## config.mk

```make
export PLATFORM = sky130hd
export DESIGN_NAME = shift_frame
export DESIGN_NICKNAME = d
export VERILOG_FILES = /design/src/rtl/shift_frame_pkg.sv /design/src/rtl/shift_frame.sv
export SDC_FILE = /design/constraint.sdc
export NUM_CORES = 1
export LEC_CHECK = 0
export ABC_CLOCK_PERIOD_IN_PS = 1400
export BUFFER_PORTS_ARGS = -buffer_cell sky130_fd_sc_hd__buf_2
export CAP_MARGIN = 20
export CORE_MARGIN = 1.5
export CORE_UTILIZATION = 50
export DETAILED_ROUTE_END_ITERATION = 16
export GPL_TIMING_DRIVEN = 0
export PLACE_DENSITY = 0.85
export SLEW_MARGIN = 20
export SYNTH_ARGS = -nofsm -noshare
export SYNTH_HDL_FRONTEND = slang
export SYNTH_SLANG_ARGS = --single-unit
```

## constraint.sdc

```tcl
create_clock -name clk -period 1.4 [get_ports clk]
set_input_delay 0.14 -clock clk [delete_from_list [all_inputs] [get_ports clk]]
set_output_delay 0.14 -clock clk [all_outputs]
set_load 0.05 [all_outputs]
```

## src/rtl/shift_frame_pkg.sv

```systemverilog
// -----------------------------------------------------------------------------
// shift_frame_pkg
// Shared definitions for the shift_frame serialiser/deserialiser.
//   state_t        : frame FSM states (IDLE, SHIFT, DONE)
//   DIR_LSB_FIRST  : direction-latch encoding for LSB-first shifting
//   DIR_MSB_FIRST  : direction-latch encoding for MSB-first shifting
// -----------------------------------------------------------------------------
package shift_frame_pkg;

   typedef enum logic [1:0] {
      ST_IDLE  = 2'd0,
      ST_SHIFT = 2'd1,
      ST_DONE  = 2'd2
   } state_t;

   localparam logic DIR_LSB_FIRST = 1'b1;
   localparam logic DIR_MSB_FIRST = 1'b0;

endpackage : shift_frame_pkg

```

## src/rtl/shift_frame.sv

```systemverilog
// -----------------------------------------------------------------------------
// shift_frame
// Loads a parallel word, shifts it out serially over exactly WIDTH cycles while
// shifting serial_in into the vacated end, then presents the received word
// with a valid/ready handshake.
//
// Parameters
//   WIDTH         : frame length in bits (>= 2)
//   LSB_FIRST_DEF : direction used when lsb_first_en is low (1 = LSB first)
// Ports
//   clk, rst      : clock, asynchronous active-high reset
//   load_valid    : parallel word offered      load_ready : word accepted
//   load_data     : word to serialise
//   lsb_first_en  : use lsb_first instead of LSB_FIRST_DEF at load
//   lsb_first     : frame direction (1 = LSB first)
//   serial_in     : receive bit                serial_out : transmit bit
//   busy          : frame shift in progress
//   cap_valid     : captured word available    cap_data   : captured word
//   cap_ready     : consumer takes captured word
// -----------------------------------------------------------------------------
module shift_frame
   import shift_frame_pkg::*;
#(
   parameter int   WIDTH         = 8,
   parameter logic LSB_FIRST_DEF = DIR_LSB_FIRST
) (
   input  logic             clk,
   input  logic             rst,
   input  logic             load_valid,
   output logic             load_ready,
   input  logic [WIDTH-1:0] load_data,
   input  logic             lsb_first_en,
   input  logic             lsb_first,
   input  logic             serial_in,
   output logic             serial_out,
   output logic             busy,
   output logic             cap_valid,
   output logic [WIDTH-1:0] cap_data,
   input  logic             cap_ready
);

   localparam int                CNT_W    = $clog2(WIDTH + 1);
   localparam logic [CNT_W-1:0]  CNT_LAST = CNT_W'(WIDTH - 1);

   state_t            r_state;
   state_t            w_next_state;
   logic [WIDTH-1:0]  r_shift;
   logic [CNT_W-1:0]  r_cnt;
   logic              r_lsb_first;
   logic              w_load;

   // A load is only taken in IDLE; load_valid elsewhere is simply ignored.
   assign w_load = (r_state == ST_IDLE) && load_valid;

   // NOTE: every signal driven in always_comb gets a default first, so no
   // path through the case can leave it unassigned and infer a latch.
   always_comb begin
      w_next_state = r_state;
      case (r_state)
         ST_IDLE:  if (load_valid)          w_next_state = ST_SHIFT;
         ST_SHIFT: if (r_cnt == CNT_LAST)   w_next_state = ST_DONE;
         // A load offered alongside cap_ready is not taken here; IDLE accepts
         // it on the following cycle at the earliest.
         ST_DONE:  if (cap_ready)           w_next_state = ST_IDLE;
         default:                           w_next_state = ST_IDLE;
      endcase
   end

   // NOTE: sequential state uses non-blocking assignments so every register
   // samples pre-edge values regardless of statement order.
   always_ff @(posedge clk or posedge rst) begin
      if (rst) begin
         r_state     <= ST_IDLE;
         r_shift     <= '0;
         r_cnt       <= '0;
         r_lsb_first <= LSB_FIRST_DEF;
      end else begin
         r_state <= w_next_state;
         if (w_load) begin
            r_shift     <= load_data;
            r_cnt       <= '0;
            r_lsb_first <= lsb_first_en ? lsb_first : LSB_FIRST_DEF;
         end else if (r_state == ST_SHIFT) begin
            r_cnt <= r_cnt + CNT_W'(1);
            // Transmit end leaves, receive bit enters at the opposite end.
            if (r_lsb_first == DIR_LSB_FIRST)
               r_shift <= {serial_in, r_shift[WIDTH-1:1]};
            else
               r_shift <= {r_shift[WIDTH-2:0], serial_in};
         end
      end
   end

   assign load_ready = (r_state == ST_IDLE);
   assign busy       = (r_state == ST_SHIFT);
   assign serial_out = busy ? ((r_lsb_first == DIR_LSB_FIRST) ? r_shift[0]
                                                              : r_shift[WIDTH-1])
                            : 1'b0;
   assign cap_valid  = (r_state == ST_DONE);
   assign cap_data   = cap_valid ? r_shift : '0;

endmodule : shift_frame

```

; ---- Yosys cells after proc, flatten, opt, wreduce, memory -nomap -nowiden
; Index checks and enable logic that the tools add are counted.
; W data, S select, Z words.
[classes]
n_eq_ne = 6
addsub = 1
n_mux = 13
n_reduce_logical = 4
[op_table]
columns = cell, n
row1 = $mux W8, 4
row2 = $mux W4, 2
row3 = $mux W2, 3
row4 = $pmux W2 S3, 1
row5 = $add A4 B1 Y4 const B, 1
row6 = $eq A4 B3 Y1 const B, 1
row7 = $ne A2 B1 Y1 const B, 2
row8 = $mux W1, 3
row9 = $reduce_and A3 Y1, 1
row10 = $eq A2 B1 Y1 const B, 1
row11 = $eq A2 B2 Y1 const B, 1
row12 = $logic_not A2 Y1, 1
row13 = $ne A2 B2 Y1 const B, 1
row14 = $reduce_bool A2 Y1, 1
row15 = $logic_and A1 B1 Y1, 1
[totals]
elab_cells = 28
regBits = 15
output_inout_bits = 12
input_bits = 15

; ---- Depth between registers and ports, before layout
; Gate-level depths: netlist (run 1).
[logic_depth]
ltp_word = 3
ltp_mapped = 6
mapped_depth_nobuf = 4

; ---- Least setup slack after synthesis (run 1)
; Ideal clock, no wire load.
[synth_path]
path_kind = flip-flop to output port
from = register r_lsb_first
to = output port serial_out
arrival_ns = 1.484
path_stages_with_launch = 4
n_path_buf = 1
path_slack_ns = -0.224
path_cell_list = dfstp_2 > buf_4 > mux2i_1 > nor2_1
[synth_between]
elab_chain_cells = 2
[synth_lines]
columns = element, line_no
row1 = start: declaration, shift_frame.sv:49  ; logic r_lsb_first;
row2 = start signal: assignment, shift_frame.sv:82  ; r_lsb_first <= lsb_first_en ? lsb_first : LSB_FIRST_DEF;
row3 = $mux W1 (2 in a row), shift_frame.sv:96  ; assign serial_out = busy ? ((r_lsb_first == DIR_LSB_FIRST) ? r_shift[0]
row4 = end: declaration, shift_frame.sv:35  ; output logic serial_out,
; No other way between the ends.

; ---- Worst setup path in the final report (run 1)
[layout_path]
from = register r_state[1]
to = output port cap_data[1]
[layout_between]
elab_chain_cells = 2
[layout_lines]
columns = element, line_no
row1 = start: declaration, shift_frame.sv:45  ; state_t r_state;
row2 = start signal: assignment, shift_frame.sv:78  ; r_state <= w_next_state;
row3 = $eq A2 B2 Y1, shift_frame.sv:99  ; assign cap_valid = (r_state == ST_DONE);
row4 = $mux W8, shift_frame.sv:100  ; assign cap_data = cap_valid ? r_shift : '0;
row5 = end: declaration, shift_frame.sv:38  ; output logic [WIDTH-1:0] cap_data,
; No other way between the ends.

==> impl_results.md, run 1 <==
- Seq/Total Area, Yosys: 41.35%
- Worst-path clk slew: 110 ps
- Final Hold Viols: 0
- Setup TNS: -687.0 ps
- WP data arrival: 1360 ps
- Flops & latches, synth: 15
- Vias: 890
- Worst slew margin: 61.47%
- Final #Nets: 152
- CP delay by family, top: flip-flops
- HP Class: input pin to flip-flop
- DRC: 0
- Synthesized area: 910.9 um2
- Final setup violation count: 9
- Number of global-route vias before repair: 865
- GP Congestion: 0.7876
- Sequential cell area: 376.6 um2
- Setup crit end kind: primary output
- CP max-delay cell: dfrtp_1
- Top-count cell post-synth: dfrtp_1
- CTS root buffer: clkbuf_4
- Max incr delay on CP: 410 ps
- Die area: 0.002087 mm2
- Num ports: 27
- Num Clock Sinks: 15
- Max-cap violations: 0
- Critical path class: flip-flop to primary output
- Post-synth top flop: dfrtp_1
- Most instantiated cells after synthesis: dfrtp_1, nand2_1, o21ai_0, o21ai_1
- Antenna violations before repair: 0
- Startpoint types: flip-flop
- Ys async rst share: 100.0%
- Final wirelength: 2466 um
- Mapped Nets: 115
- Area of the multi-input gates: 501.7 um2
- CTS Buf Count: 3
- Top cell type's share of synthesized area: 38.46%
- Worst-Skew Late Latency: 290 ps
- Post-route ant nets: 0
- CP max FO: 10
- Area grow syn2layout: 41.07%
- Antenna diode instance count: 0
- H-tree depth: 1
- # fillers: 132
- Pwr/cell area: 2323 mW/mm2
- Worst-margin pin slew: 577.3 ps
- Die width: 45.68 um
- RSZ-0062 raised after global routing: yes
- Largest net degree at the start of global routing: 16
- Core area: 0.001727 mm2
- Initial DRC Count: 37
- Total grt overflow: 0
- Worst path cell trace: and2b_1 > buf_6 > and2_2 > buf_6
- Pwr Total: 2.985 mW
- Clk buf depth: 2
- Fin util: 74.42%
- Worst Skew: 12.44 ps
- Starting Density: 52.75%
- Avg Synthesized Cell Area: 9.201 um2
- VDD IR max: 0.001428 V
- Most frequent CP cell: buf_6
- FMAX: 668.8 MHz
- Worst Path Required: 1260 ps
- Post-synth EDFFs: 0
- Final Max Tran Viols: 0
- Synth Warn #: 0
- Crit share post-route: 106.8%
- Via density: 5.563
- Number of I/O port buffers: 26
- CTS tree: done
- Buffers & Inverters on Critical Path: 2
- Drt pass-1 iters: 4
- Post-DP HPWL: 1414 um
- Post-Syn Instances: 99
- # rows: 15
- Total global-route track usage: 27.58%
- Failing checks: negative setup slack
- Setup WS post-layout: -95.19 ps
- Post-Place Worst Slack: -25.25 ps
- Status: finished, violations left
- P_leak: 0.5915 nW
- Synth area leader: dfrtp_1
- Synth cell types: 27
- Die Y: 45.68 um
- Fraction of layout cells with a size suffix above 1: 45.19%
- Period minus WS final: 1495 ps
- Wire per inst: 15.41 um
- First-pass GRT wire length: 4057 um
- Synth area leaders: dfrtp_1, a211oi_2, and2_1
==> worst paths after layout <==
| kind | start | slack [ps] | depth (start not counted) | end |
|---|---|---|---|---|
| max | r_state[1] | -100 | 4 | cap_data[1] |
| min | lsb_first | 40 | 3 | r_lsb_first |
| max reg2reg | r_state[1] | 70 | 5 | r_shift[3] |
| min reg2reg | r_cnt[0] | 520 | 1 | r_cnt[0] |
| max in group asynchronous | rst | 580 | 3 | r_cnt[3] |
| min in group asynchronous | rst | 430 | 3 | r_shift[1] |
==> final cells by class <==
type	instances	share of cell area, %
clock buffer	3	1.753
timing repair buffer	36	22.88
buffer	3	2.629
inverter	4	1.363
multi-input combinational	73	39.05
sequential	15	29.31
clock inverter	1	0.5842
tap	25	2.434
==> layer usage <==
metal / global-route usage [%] / routed length, um
met1: 35.84 / 964
met2: 45.35 / 1272
met3: 3.968 / 163
met4: 11.76 / 65
met5: 0 / 0
==> layout by cell type, fill, tap and decap left out, types with 3 or more instances in the layout <==
cell and instances:
and2_4 3, clkbuf_4 3, inv_1 3, o21ai_0 8
o21ai_1 9, a211oi_1 4, nor2b_1 8, nand2_1 12
buf_8 6, and2_2 5, buf_4 10, dfrtp_1 14
a211oi_2 4, buf_2 15, nor2_1 3, buf_6 6
==> power breakdown <==
group | switching [mW] | internal [mW]
Combinational | 0.977 | 0.811
Sequential | 0.263 | 0.666
Clock | 0.159 | 0.109
==> sequential cells by signal, summed over array words and instances (netlist names) <==
name and flops:
r_cnt 4, r_lsb_first 1, r_shift 8, r_state 2
==> stage by stage <==
| stage | cell area, um2 | instances | hold slack, ps |
|---|---|---|---|
| 2_1_floorplan | 923.4 | 99 | 40.76 |
| 3_3_place_gp | 1085 | 150 | 221.9 |
| 3_5_place_dp | 1085 | 150 | 220.4 |
| 4_1_cts | 1289 | 162 | 39.18 |
| 5_1_grt | 1285 | 160 | 53.58 |
| 6_report | 1285 | 160 | 38.58 |
==> timing repair <==
action,in CTS,in global routing
pin swaps,0,1
gates resized for setup,33,10
setup endpoints to repair,11,16
hold buffers,2,0
setup buffers,8,0
hold endpoints to repair,15,0
==> logic make-up after synthesis <==
kind of cell | synth area share [%]
fa+ha+maj | 1.373
buf+inv | 8.516
simple gates | 24.31
compound gates | 21.15
flops | 41.35
mux | 3.297
==> worst reg2reg max path, cell delays in order (launching register included) <==
cell and delay (ps):
dfrtp_1 410, nand2b_4 180, buf_8 130, buf_4 170, a211oi_2 230, o21ai_1 110
No activity file was read; power rests on OpenSTA's default activity.
==> run 2, diff against run 1 <==
--- a/config.mk
+++ b/config.mk
@@ -12,6 +12,7 @@
 export CORE_UTILIZATION = 50
 export DETAILED_ROUTE_END_ITERATION = 16
 export GPL_TIMING_DRIVEN = 0
+export MAX_ROUTING_LAYER = met4
 export PLACE_DENSITY = 0.85
 export SLEW_MARGIN = 20
 export SYNTH_ARGS = -nofsm -noshare
==> impl_results.md, run 2 (same netlist as run 1, synthesis figures left out) <==
- Critical path class: flip-flop to primary output (unchanged)
- Initial DRC Count: 38 (was 37)
- Die width: 45.68 um (unchanged)
- H-tree depth: 1 (unchanged)
- Wire per inst: 15.59 um (was 15.41 um)
- Commonest non-fill, non-tap cells in the layout: buf_2, dfrtp_1, nand2_1, buf_4, o21ai_1 (unchanged)
- Antenna violations before repair: 0 (unchanged)
- First-pass GRT wire length: 4057 um (unchanged)
- Top reg by flops: r_shift (unchanged)
- Crit share post-route: 107.3% (was 106.8%)
- CTS Buf Count: 3 (unchanged)
- Antenna diode instance count: 0 (unchanged)
- Worst Path Required: 1260 ps (about the same)
- RSZ-0062 raised after global routing: yes (unchanged)
- Post-route ant nets: 0 (unchanged)
- Post-DP HPWL: 1414 um (unchanged)
- Num Clock Sinks: 15 (unchanged)
- Total global-route track usage: 28.40% (was 27.58%)
- Setup crit end kind: primary output (unchanged)
- Number of I/O port buffers: 26 (unchanged)
- Worst-Skew Late Latency: 300 ps (was 290 ps)
- Layout Cells excl Fill: 160 (unchanged)
- Max FFs per register: 8 (unchanged)
- Final Hold Viols: 0 (unchanged)
- Num ports: 27 (unchanged)
- P_leak: 0.5915 nW (unchanged)
- Final #Nets: 152 (unchanged)
- DRC: 0 (unchanged)
- Clk buf depth: 2 (unchanged)
- Total grt overflow: 0 (unchanged)
- Pwr/cell area: 2328 mW/mm2 (was 2323 mW/mm2)
- Final setup violation count: 9 (unchanged)
- Worst R2R Start: r_state[0] (was r_state[1])
- Fin util: 74.42% (unchanged)
- Worst hold start: lsb_first (unchanged)
- Failing checks: negative setup slack (unchanged)
- Number of global-route vias before repair: 863 (was 865)
- CP max FO: 10 (unchanged)
- Area grow syn2layout: 41.07% (unchanged)
- Worst-path clk slew: 120 ps (was 110 ps)
- FMAX: 665.9 MHz (was 668.8 MHz)
- Period minus WS final: 1502 ps (was 1495 ps)
- Die Y: 45.68 um (unchanged)
- Die area: 0.002087 mm2 (unchanged)
- HP Class: input pin to flip-flop (unchanged)
- WP data arrival: 1360 ps (about the same)
- Placed insts: 150 (unchanged)
- VDD IR max: 0.001440 V (was 0.001428 V)
- Setup WS post-layout: -101.7 ps (was -95.19 ps)
- Setup crit start: r_state[1] (unchanged)
- Worst slew margin: 60.99% (was 61.47%)
- Biggest regs: r_shift (8), r_cnt (4), r_state (2) (unchanged)
- Fraction of layout cells with a size suffix above 1: 45.19% (unchanged)
- Via density: 5.494 (was 5.563)
- Vias: 879 (was 890)
- Met2 Use GR: 45.07% (was 45.35%)
- Drt pass-1 iters: 4 (unchanged)
- Core area: 0.001727 mm2 (unchanged)
- Met1 track demand over resource: 36.09% (was 35.84%)
- # rows: 15 (unchanged)
- GR peak layer: met2 (unchanged)
- GP Congestion: 0.7987 (was 0.7876)
- Largest net degree at the start of global routing: 16 (unchanged)
- Fin Hold WS: 28.24 ps (was 38.58 ps)
- Worst-margin pin slew: 584.5 ps (was 577.3 ps)
- Starting Density: 52.75% (unchanged)
- CTS root buffer: clkbuf_4 (unchanged)
- Met3 track utilization from global routing: 3.968% (unchanged)
- Worst Skew: 16.91 ps (was 12.44 ps)
- CTS tree: done (unchanged)
- Final wirelength: 2494 um (was 2466 um)
- Startpoint types: flip-flop (unchanged)
- Status: finished, violations left (unchanged)
- Final Max Tran Viols: 0 (unchanged)
- Commonest non-fill, non-tap cell in the layout: buf_2 (unchanged)
- Max-cap violations: 0 (unchanged)
[run 2: cell counts in the layout (fill, tap and decap cells not counted)]
Identical to the previous run, type by type.
[run 2: layout make-up]
type	instances	area, um2
Buffer	3	33.78
Clock buffer	3	22.52
Clock inverter	1	7.507
Fill cell	132	441.7
Inverter	4	17.52
Multi-Input combinational cell	73	501.7
Sequential cell	15	376.6
Tap cell	25	31.28
Timing Repair Buffer	36	294.0
[run 2: final timing paths]
kind / end / slack [ps] / cells after the start
max: cap_data[1] / -100 / 4
min: r_lsb_first / 30 / 3
max reg2reg: r_shift[0] / 80 / 4
min reg2reg: r_cnt[0] / 520 / 1
max in group asynchronous: r_state[1] / 570 / 3
min in group asynchronous: r_shift[1] / 420 / 3
[run 2: through the flow]
step                      setup WS (ps)  setup TNS [ps]  cell area [um2]  power (mW)
final                            -101.7          -749.1             1285       2.991
after global routing             -126.1           -1054             1285       3.162
after CTS                        -107.6          -759.2             1289       2.931
after detailed placement         -25.25          -25.25             1085       2.343
after global placement           -18.53          -18.53             1085       2.285
after floorplan                  -7.177          -7.177            923.4       2.028
[run 2: power by group]
group	leakage [nW]	switching, mW	internal (mW)
Combinational	0.399	0.979	0.811
Clock	0.0139	0.166	0.109
Sequential	0.179	0.260	0.666
Total	0.592	1.41	1.59
[run 2: worst max-delay path, stage by stage (launching register included)]
cell	delay [ps]
dfrtp_1	410
and2b_1	170
buf_6	140
and2_2	200
buf_6	150
[run 2: metal layers]
layer | share of wire [%] | vias to the layer above
met2 | 51 | 51
met4 | 2.1 | 0
met1 | 41 | 410
met5 | 0 | -
met3 | 6.0 | 9
li1 | - | 409
[run 2: timing repair]
action,4_1_cts,5_1_grt
cloned,0,0
resized for setup,33,10
setup buffers,8,0
pin swaps,0,1
hold buffers,2,0
endpoints found under the setup margin,11,16
endpoints found under the hold margin,15,0
==> run 3, diff against run 2 <==
--- a/config.mk
+++ b/config.mk
@@ -8,7 +8,7 @@
 export ABC_CLOCK_PERIOD_IN_PS = 1400
 export BUFFER_PORTS_ARGS = -buffer_cell sky130_fd_sc_hd__buf_2
 export CAP_MARGIN = 20
-export CORE_MARGIN = 1.5
+export CORE_MARGIN = 2
 export CORE_UTILIZATION = 50
 export DETAILED_ROUTE_END_ITERATION = 16
 export GPL_TIMING_DRIVEN = 0
==> impl_results.md, run 3 (same netlist as run 1, synthesis figures left out) <==
- Period minus WS final: 1516 ps (was 1502 ps)
- Setup crit end kind: primary output (unchanged)
- Flop2flop setup slack: 80 ps (about the same)
- Worst R2R Start: r_state[0] (unchanged)
- Worst hold start: lsb_first (unchanged)
- Critical path class: flip-flop to primary output (unchanged)
- Worst-path clk slew: 90 ps (was 120 ps)
- First-pass GRT wire length: 3939 um (was 4057 um)
- VDD IR max: 0.001677 V (was 0.001440 V)
- Num Clock Sinks: 15 (unchanged)
- CP endpoint: serial_out (was cap_data[1])
- Status: finished, violations left (unchanged)
- Worst-Skew Late Latency: 280 ps (was 300 ps)
- Area grow syn2layout: 42.58% (was 41.07%)
- CP delay by family, top: buffers and inverters (was flip-flops)
- Most frequent CP cell: buf_6 (unchanged)
- Num ports: 27 (unchanged)
- Worst reg2reg path depth: 4 (unchanged)
- Max FFs per register: 8 (unchanged)
- Pwr/cell area: 2286 mW/mm2 (was 2328 mW/mm2)
- Fin Hold WS: 55.83 ps (was 28.24 ps)
- # rows: 15 (unchanged)
- HP Class: input pin to flip-flop (unchanged)
- Number of I/O port buffers: 26 (unchanged)
- DRC: 0 (unchanged)
- Pwr Total: 2.969 mW (was 2.991 mW)
- Starting Density: 52.75% (unchanged)
- Antenna diode instance count: 0 (unchanged)
- Max incr delay on CP: 390 ps (was 410 ps)
- Worst Skew: 3.323 ps (was 16.91 ps)
- Largest net degree at the start of global routing: 16 (unchanged)
- Max-cap violations: 0 (unchanged)
- Number of global-route vias before repair: 865 (was 863)
- Vias: 872 (was 879)
- Stages on worst setup path: 5 (was 4)
- Total grt overflow: 0 (unchanged)
- CTS root buffer: clkbuf_4 (unchanged)
- Core area: 0.001727 mm2 (unchanged)
- P_leak: 0.5998 nW (was 0.5915 nW)
- RSZ-0062 raised after global routing: yes (unchanged)
- Commonest non-fill, non-tap cell in the layout: buf_2 (unchanged)
- GP Congestion: 0.7933 (was 0.7987)
- Final setup violation count: 9 (unchanged)
- Die Y: 46.68 um (was 45.68 um)
- # fillers: 130 (was 132)
- Total global-route track usage: 26.88% (was 28.40%)
- Worst slew margin: 60.96% (was 60.99%)
- Final #Nets: 153 (was 152)
- CTS Buf Count: 3 (unchanged)
- Worst-margin pin slew: 584.9 ps (was 584.5 ps)
- Worst Path Required: 1260 ps (about the same)
- CP max FO: 10 (unchanged)
- FMAX: 659.6 MHz (was 665.9 MHz)
- Biggest regs: r_shift (8), r_cnt (4), r_state (2) (unchanged)
- Top reg by flops: r_shift (unchanged)
- Post-route ant nets: 0 (unchanged)
- Worst path cell trace: nand2b_1 > buf_6 > buf_8 > nor2_4 > buf_6 (was and2b_1 > buf_6 > and2_2 > buf_6)
- Wire per inst: 14.83 um (was 15.59 um)
- Reg-to-reg endpoint: r_shift[0] (unchanged)
- Failing checks: negative setup slack (unchanged)
- CP max-delay cell: dfrtp_1 (unchanged)
- Commonest non-fill, non-tap cells in the layout: buf_2, dfrtp_1, nand2_1, o21ai_0, o21ai_1 (was buf_2, dfrtp_1, nand2_1, buf_4, o21ai_1)
- Fin util: 75.22% (was 74.42%)
- CTS tree: done (unchanged)
- Setup TNS: -657.9 ps (was -749.1 ps)
- Setup crit start: r_state[1] (unchanged)
- Crit share post-route: 108.3% (was 107.3%)
- Buffers & Inverters on Critical Path: 3 (was 2)
- H-tree depth: 1 (unchanged)
- Final Max Tran Viols: 0 (unchanged)
- Final wirelength: 2387 um (was 2494 um)
- Die width: 46.68 um (was 45.68 um)
- Post-DP HPWL: 1554 um (was 1414 um)
- WP data arrival: 1380 ps (was 1360 ps)
- Fraction of layout cells with a size suffix above 1: 44.12% (was 45.19%)
- Setup WS post-layout: -116.1 ps (was -101.7 ps)
- Via density: 5.416 (was 5.494)
- Final Hold Viols: 0 (unchanged)
- Clk buf depth: 2 (unchanged)
- Die area: 0.002179 mm2 (was 0.002087 mm2)
- Drt pass-1 iters: 4 (unchanged)
- Startpoint types: flip-flop (unchanged)
- Initial DRC Count: 14 (was 38)
- Antenna violations before repair: 0 (unchanged)
## run 3: changes by cell type in the layout (fill, tap and decap cells not counted)
cell / previous run / this run
and2_2: 5 / 4
and2_4: 3 / 4
buf_4: 10 / 7
buf_6: 6 / 8
buf_8: 6 / 7
clkbuf_1: 0 / 1
clkbuf_4: 3 / 4
clkinvlp_4: 1 / 0
nand2b_1: 0 / 1
nand2b_4: 1 / 0
nor3b_1: 1 / 0
nor3b_2: 1 / 2
o21ai_0: 8 / 9
o21ai_2: 1 / 0
## run 3: layer usage
layer | GRT usage [%] | share of wire [%]
met3 | 2.353 | 4.4
met4 | 11.67 | 2.1
met2 | 44.44 | 53
met5 | - | 0
met1 | 33.33 | 41
## run 3: how the worst min path moves through the flow
stage,cells past startpoint,end
3_5_place_dp,2,r_cnt[0]
2_1_floorplan,1,r_cnt[0]
6_report,3,r_lsb_first
5_1_grt,3,r_shift[1]
4_1_cts,3,r_lsb_first
3_3_place_gp,2,r_cnt[0]
## run 3: final cells by class
class                   instances  area [um2]  share of cell area [%]
plain buffers                   5       56.30                   4.335
inverters                       4       17.52                   1.349
repair buffers                 35       294.0                   22.64
multi-input cells              73       496.7                   38.25
clock buffers                   4       26.28                   2.023
flip-flops and latches         15       376.6                   29.00
well taps                      25       31.28                   2.408
## run 3: report_power, final
group / total (mW) / internal [mW] / switching, mW / leakage (nW)
sequential: 0.915 / 0.667 / 0.248 / 0.179
combinational: 1.80 / 0.843 / 0.960 / 0.406
clock: 0.251 / 0.111 / 0.140 / 0.0150
## run 3: timing repair
item	4_1_cts	5_1_grt
hold buffers	2	0
resized for setup	32	11
buffers inserted	7	0
hold endpoints to repair	15	0
endpoints found under the setup margin	11	20
## run 3: worst register-to-register path, stage by stage, from the launching register on
cell and delay [ps]:
dfrtp_1 400, buf_4 150, or3b_4 470, o21ai_0 100, o21ai_0 90
## run 3: per-stage QoR
stage	setup WS (ps)	cell area [um2]	instances
3_5_place_dp	-126.6	1085	150
5_1_grt	-158.8	1299	161
3_3_place_gp	-27.93	1085	150
4_1_cts	-141.2	1291	163
6_report	-116.1	1299	161
2_1_floorplan	-7.177	923.4	99
